File: src/rtl/cn_msg_gather.sv
// cn_msg_gather
//   Serial-to-parallel front end and parallel-to-serial back end for the
//   degree-DEG check node. Gathers DEG variable-to-check messages (one per
//   beat) onto cn_in_bus, captures cn_out_bus one cycle later, then streams
//   the DEG check-to-variable messages back out. One frame in flight at a time.
// Ports
//   clk, rst_n               clock (rising edge), async active-low reset
//   in_valid/in_ready        input handshake; in_msg + in_last per beat
//   cn_in_bus                gathered messages to cn, slice k = msg_in_(k+1)
//   cn_out_bus               cn results, same slicing
//   out_valid/out_ready      output handshake; out_msg + out_last per beat
//   err_len                  one-cycle pulse when a malformed frame is dropped
module cn_msg_gather #(
  parameter int unsigned MSG_W = 11,
  parameter int unsigned DEG   = 6
) (
  input  logic                 clk,
  input  logic                 rst_n,
  input  logic                 in_valid,
  output logic                 in_ready,
  input  logic [MSG_W-1:0]     in_msg,
  input  logic                 in_last,
  output logic [DEG*MSG_W-1:0] cn_in_bus,
  input  logic [DEG*MSG_W-1:0] cn_out_bus,
  output logic                 out_valid,
  input  logic                 out_ready,
  output logic [MSG_W-1:0]     out_msg,
  output logic                 out_last,
  output logic                 err_len
);

  localparam int unsigned IDX_W = (DEG > 1) ? $clog2(DEG) : 1;

  typedef enum logic [1:0] {COLLECT, CAPTURE, DRAIN} state_e;

  state_e               state_q, state_d;
  logic [IDX_W-1:0]     wr_idx_q, wr_idx_d;
  logic [IDX_W-1:0]     rd_idx_q, rd_idx_d;
  logic [IDX_W-1:0]     rd_nxt;
  logic [DEG*MSG_W-1:0] cn_in_bus_q, cn_in_bus_d;
  logic [DEG*MSG_W-1:0] cap_q, cap_d;
  logic [MSG_W-1:0]     out_msg_q, out_msg_d;
  logic                 out_last_q, out_last_d;
  logic                 err_len_q, err_len_d;
  logic                 in_fire, out_fire;
  logic                 wr_at_end, rd_at_end;

  assign in_fire   = in_valid & in_ready;
  assign out_fire  = out_valid & out_ready;
  assign wr_at_end = (wr_idx_q == IDX_W'(DEG - 1));
  assign rd_at_end = (rd_idx_q == IDX_W'(DEG - 1));
  assign rd_nxt    = rd_idx_q + IDX_W'(1);

  // State register
  always_ff @(posedge clk or negedge rst_n) begin
    if (!rst_n) state_q <= COLLECT;
    else        state_q <= state_d;
  end

  // Next-state logic
  always_comb begin
    state_d = state_q;
    case (state_q)
      COLLECT: if (in_fire && wr_at_end && in_last) state_d = CAPTURE;
      CAPTURE: state_d = DRAIN;
      DRAIN:   if (out_fire && rd_at_end) state_d = COLLECT;
      default: state_d = COLLECT;
    endcase
  end

  // Handshake outputs decode straight from the state register, so there is
  // no combinational path from in_valid to in_ready.
  always_comb begin
    in_ready  = (state_q == COLLECT);
    out_valid = (state_q == DRAIN);
  end

  // Datapath
  always_comb begin
    wr_idx_d    = wr_idx_q;
    rd_idx_d    = rd_idx_q;
    cn_in_bus_d = cn_in_bus_q;
    cap_d       = cap_q;
    out_msg_d   = out_msg_q;
    out_last_d  = out_last_q;
    err_len_d   = 1'b0;

    if (in_fire) begin
      for (int unsigned k = 0; k < DEG; k++) begin
        if (wr_idx_q == IDX_W'(k)) cn_in_bus_d[k*MSG_W +: MSG_W] = in_msg;
      end
      if (wr_at_end || in_last) begin
        wr_idx_d  = '0;
        // Short (last too early) or long (no last at final slot) frame.
        err_len_d = (wr_at_end != in_last);
      end else begin
        wr_idx_d = wr_idx_q + IDX_W'(1);
      end
    end

    if (state_q == CAPTURE) begin
      // out_msg is registered, so slice 0 is preloaded from cn directly
      // on the same edge that fills the capture registers.
      cap_d      = cn_out_bus;
      rd_idx_d   = '0;
      out_msg_d  = cn_out_bus[0 +: MSG_W];
      out_last_d = (DEG == 1);
    end

    if (out_fire) begin
      if (rd_at_end) begin
        rd_idx_d   = '0;
        out_msg_d  = '0;
        out_last_d = 1'b0;
      end else begin
        rd_idx_d   = rd_nxt;
        out_last_d = (rd_nxt == IDX_W'(DEG - 1));
        for (int unsigned k = 0; k < DEG; k++) begin
          if (rd_nxt == IDX_W'(k)) out_msg_d = cap_q[k*MSG_W +: MSG_W];
        end
      end
    end
  end

  always_ff @(posedge clk or negedge rst_n) begin
    if (!rst_n) begin
      wr_idx_q    <= '0;
      rd_idx_q    <= '0;
      cn_in_bus_q <= '0;
      cap_q       <= '0;
      out_msg_q   <= '0;
      out_last_q  <= 1'b0;
      err_len_q   <= 1'b0;
    end else begin
      wr_idx_q    <= wr_idx_d;
      rd_idx_q    <= rd_idx_d;
      cn_in_bus_q <= cn_in_bus_d;
      cap_q       <= cap_d;
      out_msg_q   <= out_msg_d;
      out_last_q  <= out_last_d;
      err_len_q   <= err_len_d;
    end
  end

  assign cn_in_bus = cn_in_bus_q;
  assign out_msg   = out_msg_q;
  assign out_last  = out_last_q;
  assign err_len   = err_len_q;

endmodule
File: config.mk
export PLATFORM = sky130hd
export DESIGN_NAME = cn_msg_gather
export DESIGN_NICKNAME = d
export VERILOG_FILES = /design/src/rtl/cn_msg_gather.sv
export SDC_FILE = /design/constraint.sdc
export NUM_CORES = 1
export LEC_CHECK = 0
export CORE_ASPECT_RATIO = 0.7
export CORE_UTILIZATION = 35
export CTS_BUF_LIST = sky130_fd_sc_hd__clkbuf_8
export CTS_CLUSTER_DIAMETER = 150
export DETAILED_ROUTE_END_ITERATION = 16
export HOLD_SLACK_MARGIN = 0.06
export PLACE_DENSITY = 0.61
export SLEW_MARGIN = 10
export SYNTH_ARGS = -nofsm -noshare
export SYNTH_HDL_FRONTEND = slang
export SYNTH_SLANG_ARGS = --single-unit
File: constraint.sdc
create_clock -name clk -period 5.8 [get_ports clk]
set_input_delay 1.16 -clock clk [delete_from_list [all_inputs] [get_ports clk]]
set_output_delay 1.16 -clock clk [all_outputs]
set_load 0.01 [all_outputs]
==> key figures <==
Power and ir drop
  – Tot Pwr: ~4.9 mW
  – Peak VDD IR: roughly 0.16 mV
  – Pwr Density: roughly 520 mW/mm^2
  – Pleak: approximately 4.2 nW

Clock tree
  – Num CTS Buffers: 17
  – Clock sinks: around 150
  – Post_cts resized: 0
  – # hold bufs at CTS: 0
  – CTS root buf: clkbuf_8
  – Post-CTS setup buffer count: 0
  – Clock transition at the registers of the reported paths: approximately 0.090 ns
  – Clock buffer depth: 2
  – Max H-tree Level: 4
  – Worst skew pair latency: 0.46 ns
  – CTS tree: yes

Critical path
  – R2r endpoint: out_msg[0]
  – Reg2reg setup slack: 2.90 ns
  – Worst R2R Start: rd_idx_q[1]
  – Slowest CP cell: dfrtp_1
  – Crit path required time: around 4.6 ns
  – Worst-path fanout max: 16
  – Startpoint Class: flop
  – R2R cell count: 8
  – WP data arrival: between 2 and 2.5 ns
  – CP Capture Type: primary output
  – Critical path class: reg -> out
  – CP cell instances: inv_1 -> nor2_1 -> clkdlybuf4s50_1
  – CP peak stage delay: around 0.67 ns

Synth
  – Synthesized area per cell: between 10 and 15 um^2
  – Sequential-to-total area share from yosys stat: between 50% and 60%
  – Yosys top cell by area: dfrtp_1
  – YS warnings: 0
  – Synthesized Nets: between 700 and 800
  – Seq cells post-synth: between 150 and 200
  – Post-synthesis cell type count: 45
  – Top_reg_cell synth: dfrtp_1
  – Area share of the largest cell type after synthesis: between 50% and 60%
  – FFs w/ async S/R, synth: 100%
  – Post-synth top cells: nand2_1, dfrtp_1, mux2_2, o21ai_0, clkbuf_1
  – Synthesized cell area: 0.00714 mm^2
  – Synth top area cells: dfrtp_1, nand2_1, mux2_2
  – EDFF count, synth: 0
  – Synth Instances: roughly 700
  – Count leader, synth: nand2_1

Timing
  – Final Max Tran Viols: 0
  – Clock skew: ~0.019 ns
  – Setup ws final: approximately 2.6 ns
  – Slew headroom: about 27%
  – Hold Slack: approximately 0.48 ns
  – F_max: approximately 310 MHz
  – Setup TNS: 0 ns
  – Period utilisation layout: 54.8%
  – Setup violators final: 0
  – Setup repair after global routing missed its margin: no
  – Clock period minus worst slack: around 3.2 ns
  – Final hold vios: 0
  – Worst-Margin Slew: approximately 1.1 ns

Routing
  – Router iterations before antenna repair: 5
  – Post-route ant nets: 0
  – DRC viols: 0
  – Drt wl/cell: approximately 18 um
  – Via density: between 4 and 5
  – Vias: between 5000 and 6000
  – Final wirelength: between 15000 and 20000 um
  – Violation count after the first detailed-route iteration: a little under 400

Global routing
  – Largest net degree at the start of global routing: about 120
  – Total grt overflow: 0
  – Initial antenna violation count: 0
  – Gr usage total: between 10% and 20%
  – Vias in the first global route: 5392
  – First-pass GRT wire length: between 30000 and 40000 um

Placement
  – GPL Wtd Cong: between 0.8 and 0.9
  – DP Worst Slack: between 2 and 2.5 ns
  – Input/output buffers: between 150 and 200
  – Placed cells: 1089
  – Cell Area, Placed: 0.00892 mm^2
  – Placed wire-length estimate: ~14000 um

Worst hold path
  – Worst Hold Path Cells: 2
  – Min-Delay Path Class: reg -> reg
  – Hold Path Sink: cap_q[20]
  – Hold wc startpoint: cap_q[20]

Cells and area
  – Fraction of layout cells with a size suffix above 1: a little over an eighth
  – Final nets: 928
  – Antenna Cells: 0
  – Fin util: between 40% and 50%
  – Fill cell count: around 1900
  – Area growth syn-to-layout: 30.6%
  – Final non-filler cell total: around 1100
  – Post-route cell area: 0.00933 mm^2

Floorplan
  – Initial Util: 35.9%
  – Die W: 173 um
  – Die footprint: approximately 0.021 mm^2
  – Site Rows: 43
  – IO Count: 163
  – Core area: about 0.020 mm^2
  – Chip height: approximately 120 um

Job
  – Max Cap Viol: 0

Status
  – Status: complete, no violations
[worst max path at each step]
stage	startpoint	end	slack, ns	cells after the start
after floorplan	rd_idx_q[1]	out_msg[0]	3.36	10
after global placement	in_valid	cn_in_bus[61]	2.40	4
after detailed placement	in_valid	cn_in_bus[56]	2.37	4
after CTS	state_q[1]	out_valid	2.57	3
after global routing	state_q[1]	out_valid	2.45	3
final	state_q[1]	out_valid	2.62	3
[layout by cell type (no fill, tap or decap), types with 11 or more instances in the layout]
cell and instances:
a21o_1 11, clkbuf_8 18, nand2_1 198, dfrtp_1 153
a21oi_1 15, clkdlybuf4s50_1 161, mux2_2 60, nor2_1 17
o21ai_0 24, a211oi_1 11, o211ai_1 16, nand2b_1 11
nand3b_1 18
[per-layer routing]
layer,GRT usage [%],wire (um),part of all wire (%),up-vias
li1,-,-,-,2662
met4,4.98,176,0.89,0
met5,0,0,0,-
met3,5.80,1500,7.6,12
met1,31.2,10500,53,2685
met2,25.1,7670,39,187
[critical path, delay by kind of cell (launching register included)]
| family | cells | cell delay [ns] |
|---|---|---|
| buffers and inverters | 2 | 0.71 |
| and+or+nand+nor | 1 | 0.18 |
| DFF | 1 | 0.67 |
[kinds of logic (layout without fill, tap and decap cells)]
kind of cell | count (synthesis) | count (layout) | share of synthesized area (%)
AND/OR/NAND/NOR | 301 | 301 | 19.4
buffers and inverters | 58 | 211 | 3.89
adder cells (fa/ha/maj) | 8 | 8 | 1.40
multiplexers | 70 | 70 | 11.3
AO/OA/AOI/OAI | 108 | 108 | 10.4
flip-flops | 153 | 153 | 53.6
[sequential cells by signal (all words and copies together), names as in the netlist]
signal and cells:
state_q 2, out_last 1, cn_in_bus 66, cap_q 66, rd_idx_q 3, wr_idx_q 3, out_msg 11, err_len 1
[area by class of cell]
class | instances | area, um^2 | share of cell area (%)
Multi-Input combinational cell | 487 | 3050 | 32.6
Tap cell | 270 | 338 | 3.62
Timing Repair Buffer | 167 | 1660 | 17.8
Sequential cell | 153 | 3830 | 41.0
Clock buffer | 18 | 248 | 2.66
Inverter | 12 | 45.0 | 0.483
Clock inverter | 14 | 163 | 1.74
[report_power, final]
group          switching [mW]  internal [mW]
Clock                   0.445          0.404
Sequential              0.346           1.57
Combinational           0.997           1.12
No activity file was read; power rests on OpenSTA's default activity.
